## src/rtl/seg_pkg.sv

```systemverilog
// Shared definitions for the segment scan controller: code width, named codes and scan states.
package seg_pkg;

    localparam int unsigned CODE_W = 3;

    localparam logic [CODE_W-1:0] CODE_0   = 3'b000;
    localparam logic [CODE_W-1:0] CODE_1   = 3'b001;
    localparam logic [CODE_W-1:0] CODE_2   = 3'b010;
    localparam logic [CODE_W-1:0] CODE_3   = 3'b011;
    localparam logic [CODE_W-1:0] CODE_ERR = 3'b100;

    typedef enum logic [1:0] {
        StIdle,
        StBlank,
        StShow
    } scan_state_e;

endpackage

```

## src/rtl/seg_slot_timer.sv

```systemverilog
// Per-slot down-counter: loads TICK_DIV-1 at slot start and strobes the end of blanking and of the slot.
module seg_slot_timer #(
    parameter int unsigned TICK_DIV  = 50000,
    parameter int unsigned BLANK_CYC = 2
) (
    input  logic clk_i,
    input  logic reset_i,
    input  logic clear_i,
    input  logic load_i,
    output logic blank_end_o,
    output logic slot_end_o,
    output logic slot_end_next_o
);

    localparam int unsigned CntW = (TICK_DIV > 1) ? $clog2(TICK_DIV) : 1;
    localparam logic [CntW-1:0] CntMax   = CntW'(TICK_DIV - 1);
    // Count value seen in the last blanking cycle of a slot.
    localparam logic [CntW-1:0] BlankEnd = CntW'(TICK_DIV - BLANK_CYC);

    logic [CntW-1:0] cnt_q, cnt_d;

    always_comb begin
        cnt_d = cnt_q;
        if (clear_i) begin
            cnt_d = '0;
        end else if (load_i) begin
            cnt_d = CntMax;
        end else if (cnt_q != '0) begin
            cnt_d = cnt_q - CntW'(1);
        end
    end

    always_ff @(posedge clk_i) begin
        if (reset_i) begin
            cnt_q <= '0;
        end else begin
            cnt_q <= cnt_d;
        end
    end

    assign blank_end_o     = (cnt_q == BlankEnd);
    assign slot_end_o      = (cnt_q == '0);
    assign slot_end_next_o = (cnt_d == '0);

endmodule

```

## src/rtl/seg_scan_ctrl.sv

```systemverilog
// Multiplexes double-buffered digit codes onto one shared encoder with a blanking guard per slot.
module seg_scan_ctrl #(
    parameter int unsigned NUM_DIGITS = 4,
    parameter int unsigned CODE_W     = seg_pkg::CODE_W,
    parameter int unsigned TICK_DIV   = 50000,
    parameter int unsigned BLANK_CYC  = 2
) (
    input  logic                         clk_i,
    input  logic                         reset_i,
    input  logic                         enable_i,
    input  logic                         load_valid_i,
    input  logic [NUM_DIGITS*CODE_W-1:0] load_data_i,
    output logic                         load_ready_o,
    output logic [CODE_W-1:0]            code_out_o,
    output logic [NUM_DIGITS-1:0]        digit_en_o,
    output logic [$clog2(NUM_DIGITS)-1:0] digit_idx_o,
    output logic                         frame_done_o
);
    import seg_pkg::*;

    localparam int unsigned IdxW = $clog2(NUM_DIGITS);
    localparam logic [IdxW-1:0] LastIdx = IdxW'(NUM_DIGITS - 1);
    localparam scan_state_e FirstState = (BLANK_CYC == 0) ? StShow : StBlank;

    scan_state_e state_q, state_d;
    logic [IdxW-1:0] idx_q, idx_d;
    logic [NUM_DIGITS-1:0][CODE_W-1:0] active_q, active_d, shadow_q, shadow_d;
    logic pending_q, pending_d, ready_q, frame_q, frame_d;
    logic [NUM_DIGITS-1:0] en_q, en_d;
    logic [CODE_W-1:0] code_q, code_d;
    logic accept, transfer, tmr_load, tmr_clear;
    logic blank_end, slot_end, slot_end_next;

    seg_slot_timer #(
        .TICK_DIV  (TICK_DIV),
        .BLANK_CYC (BLANK_CYC)
    ) u_timer (
        .clk_i           (clk_i),
        .reset_i         (reset_i),
        .clear_i         (tmr_clear),
        .load_i          (tmr_load),
        .blank_end_o     (blank_end),
        .slot_end_o      (slot_end),
        .slot_end_next_o (slot_end_next)
    );

    always_comb begin
        accept    = load_valid_i && ready_q;
        // Swap buffers at frame end, or immediately when nothing is being scanned.
        transfer  = frame_q || (state_q == StIdle && pending_q);
        shadow_d  = accept ? load_data_i : shadow_q;
        active_d  = transfer ? shadow_q : active_q;
        pending_d = transfer ? 1'b0 : (accept ? 1'b1 : pending_q);

        state_d   = state_q;
        idx_d     = idx_q;
        tmr_load  = 1'b0;
        tmr_clear = 1'b0;
        if (!enable_i) begin
            state_d   = StIdle;
            idx_d     = '0;
            tmr_clear = 1'b1;
        end else begin
            unique case (state_q)
                StIdle: begin
                    state_d  = FirstState;
                    idx_d    = '0;
                    tmr_load = 1'b1;
                end
                StBlank: begin
                    if (blank_end) state_d = StShow;
                end
                StShow: begin
                    if (slot_end) begin
                        idx_d    = (idx_q == LastIdx) ? '0 : idx_q + IdxW'(1);
                        state_d  = FirstState;
                        tmr_load = 1'b1;
                    end
                end
                default: state_d = StIdle;
            endcase
        end

        en_d = '0;
        if (state_d == StShow) en_d[idx_d] = 1'b1;
        code_d  = (state_d == StIdle) ? '0 : active_d[idx_d];
        frame_d = (state_d == StShow) && (idx_d == LastIdx) && slot_end_next;
    end

    always_ff @(posedge clk_i) begin
        if (reset_i) begin
            state_q   <= StIdle;
            idx_q     <= '0;
            active_q  <= '0;
            shadow_q  <= '0;
            pending_q <= 1'b0;
            ready_q   <= 1'b1;
            frame_q   <= 1'b0;
            en_q      <= '0;
            code_q    <= '0;
        end else begin
            state_q   <= state_d;
            idx_q     <= idx_d;
            active_q  <= active_d;
            shadow_q  <= shadow_d;
            pending_q <= pending_d;
            ready_q   <= !pending_d;
            frame_q   <= frame_d;
            en_q      <= en_d;
            code_q    <= code_d;
        end
    end

    assign load_ready_o = ready_q;
    assign code_out_o   = code_q;
    assign digit_en_o   = en_q;
    assign digit_idx_o  = idx_q;
    assign frame_done_o = frame_q;

endmodule
```

## config.mk

```make
export PLATFORM = sky130hd
export DESIGN_NAME = seg_scan_ctrl
export DESIGN_NICKNAME = d
export VERILOG_FILES = /design/src/rtl/seg_pkg.sv /design/src/rtl/seg_slot_timer.sv /design/src/rtl/seg_scan_ctrl.sv
export SDC_FILE = /design/constraint.sdc
export NUM_CORES = 1
export LEC_CHECK = 0
export BUFFER_PORTS_ARGS = -buffer_cell sky130_fd_sc_hd__buf_2
export CAP_MARGIN = 20
export CORE_AREA = 2 2 77 72
export CTS_BUF_LIST = sky130_fd_sc_hd__clkbuf_4 sky130_fd_sc_hd__clkbuf_8
export DETAILED_ROUTE_END_ITERATION = 7
export DIE_AREA = 0 0 79 74
export GPL_ROUTABILITY_DRIVEN = 1
export PLACE_DENSITY = 0.71
export SYNTH_ARGS = -nofsm -noshare
export SYNTH_HDL_FRONTEND = slang
export SYNTH_SLANG_ARGS = --single-unit
export TNS_END_PERCENT = 100
```

## constraint.sdc

```tcl
create_clock -name clk_i -period 5.8 [get_ports clk_i]
set_input_delay 0.29 -clock clk_i [delete_from_list [all_inputs] [get_ports clk_i]]
set_output_delay 0.29 -clock clk_i [all_outputs]
set_load 0.01 [all_outputs]
```

==> metrics.yaml <==
drt-initial-drc-count: 201
grtUsageTotal: 0.1989
clkTransAtPathRegs_ps: 100
grt_setup_unrepaired: "no"
dieArea_mm2: 0.005846
end_kind: "flop"
final_nets: 334
n_antenna_cell: 0
maxCapViolCount: 0
max_freq_ghz: 0.3138
tightest_slew_ps: 796.2
skew_ps: 10.21
cpPeakStageDelay_ps: 630
post-route-drc-count: 0
hp-class: "primary input to flop"
vias: 2125
die_h_um: 74
grt_max_degree: 32
drive_above_1_share: 0.1556
leakage_nw: 1.153
synth_fp_nets: 321
start_util: 0.5104
wire_per_inst_um: 13.93
n_fill_cell: 478
ys.warnings.count: 0
p_int_mw: 0.5933
cp-start-kind: "flop"
cts_root_buf: "clkbuf_8"
cts.repair.resized: 0
port_buffers: 26
r2r_cells: 8
slew_violations: 0
syn-mean-instance-area_um2: 8.592
antenna_found_initial: 0
cts_made_buffers: 5
p_comb_frac: 0.206
fp.dieW_um: 79
drt-pass1-iter-count: 4
yosysUniqueCellTypes: 47
crit_fanout: 14
placed_cell_area_mm2: 0.002715
cts_setup_buffers: 0
coreArea_mm2: 0.005067
final_common_cell: "dfxtp_1"
syn_to_final_growth_pct: 9.483
holdPathStages: 3
crit_chain: "inv_1 > ha_1 > or4b_1 > nor4_4 > mux2i_1 > nor2_4 > mux2_2 > a221oi_1"
io_pins: 27
fin_area_mm2: 0.002831
crit_arrival_ps: 3390
swShare: 0.2966
regArea_mm2: 0.001081
clock_path_buffers: 2
worst_ep_required_time_ps: 6010
final_cell_mix: "54 x dfxtp_1, 41 x nand2_1, 32 x nor2_1"
tns_ps: 0
multi_input_area_mm2: 0.001386
peakVddDrop_mv: 0.1549
gr-total-overflow: 0
cts_sinks: 54
yosys-top-cells-area: "dfxtp_1 42%, nand2_1 6.0%, mux2i_1 5.0%, a21oi_1 4.6%, nor2_1 4.6%"
p_seq_frac: 0.487
p_per_area_mw_per_mm2: 297.9
postCtsHoldBufs: 0
finalSetupViolations: 0
insertion_delay_ps: 300
critical_path_class: "flop to flop"
cp_slowest_cell: "nor4_4"
clockPowerShare: 0.307
yosysSeqAreaShare: 0.4180
routed_wl_um: 5321
synth_cells: 301
fin_hold_ws_ps: 208.1
synth_top_area_share: 0.4180
slew-limit-headroom: 0.4652
synthFlopType: "dfxtp_1"
layout_min_cycle_time_ps: 3187
ys_ff_latch: 54
synth_area_mm2: 0.002586
dp_hpwl_um: 3840
routed_via_density: 5.563
postSynth.asyncResetShare: 0
gp_congestion: 0.9040
grt_pass1_vias: 2050
min_from: "load_data_i[10]"
startpoint: "u_timer.cnt_q[0]"
r2r_start: "u_timer.cnt_q[0]"
htree_num_levels: 2
grt_pass1_wl_um: 9453
rows: 25
cts_tree: "yes"
synth_edf_count: 0
ant_nets: 0
final_hold_viol_count: 0
run_status: "complete, no violations"
fin_crit_sh: 0.5495
p_switching_mw: 0.2501
synth_top_area_cell: "dfxtp_1"
[stage by stage]
stage / power (mW) / instances / utilization / setup slack (ps)
global route: 0.8925 / 382 / 0.5588 / 2352
global placement: 0.5898 / 374 / 0.5358 / 2788
floorplan: 0.5562 / 301 / - / 3347
detailed placement: 0.5905 / 374 / 0.5358 / 2674
finish: 0.8435 / 382 / 0.5588 / 2613
CTS: 0.8517 / 382 / 0.5588 / 2648
[per-layer routing]
layer,global-route usage,share of wire
met5,0,0
met2,0.3296,0.45
met1,0.2681,0.50
met3,0.04126,0.051
met4,0.05172,0.0045
[worst paths after layout]
path	end	slack, ps
worst max-delay path	code_out_o[1]	2610
worst min-delay path	shadow_q[10]	210
worst min register to register	shadow_q[0]	460
worst max register to register	code_out_o[1]	2610
[synth_stat cells, drive strengths merged, types with 4 or more instances]
library cell / number
and2: 6
mux2: 7
nand4b: 5
mux2i: 13
xnor2: 7
dfxtp: 54
nand3: 5
a21oi: 24
nor3: 10
nor4: 9
ha: 4
o21ai: 6
clkbuf: 15
nor3b: 4
o31ai: 4
nor2: 33
buf: 6
inv: 7
nand2: 41
[flip-flops by register name, indices dropped and copies added, names as in the netlist]
name,flops
digit_en_o,4
load_ready_o,1
digit_idx_o,2
frame_done_o,1
u_timer.cnt_q,16
pending_q,1
shadow_q,12
active_q,12
code_out_o,3
state_q,2
[critical path, delay by kind of cell, from the launching register on]
kind | cells | cell delay [ps]
buffers and inverters | 1 | 140
adder cells (fa/ha/maj) | 1 | 200
flip-flops | 1 | 350
AO/OA/AOI/OAI | 1 | 290
multiplexers | 2 | 670
AND/OR/NAND/NOR | 3 | 1430
[final cells by class]
class,instances,area share
Clock buffer,5,0.02430
Clock inverter,3,0.01679
Inverter,7,0.009280
Multi-Input combinational cell,219,0.4896
Sequential cell,54,0.3818
Tap cell,67,0.02961
Timing Repair Buffer,27,0.04861
[logic make-up (layout without fill, tap and decap cells)]
logic type               count (synthesis)  count (layout)  synth area share
AND/OR/NAND/NOR                        134             134            0.2763
flip-flops                              54              54            0.4180
AO/OA/AOI/OAI                           51              51            0.1258
buffers and inverters                   28              42           0.04596
multiplexers                            20              20           0.08079
XOR/XNOR                                10              10           0.03387
adder cells (fa/ha/maj)                  4               4           0.01935
[power by group through the flow]
stage / registers (mW) / logic, mW / clock network (mW)
final: 0.411 / 0.173 / 0.259
after global routing: 0.414 / 0.194 / 0.284
after CTS: 0.411 / 0.172 / 0.269
after detailed placement: 0.419 / 0.171 / 0
after global placement: 0.418 / 0.171 / 0
after floorplan: 0.408 / 0.149 / 0
Power figures use the tool's default switching activity.
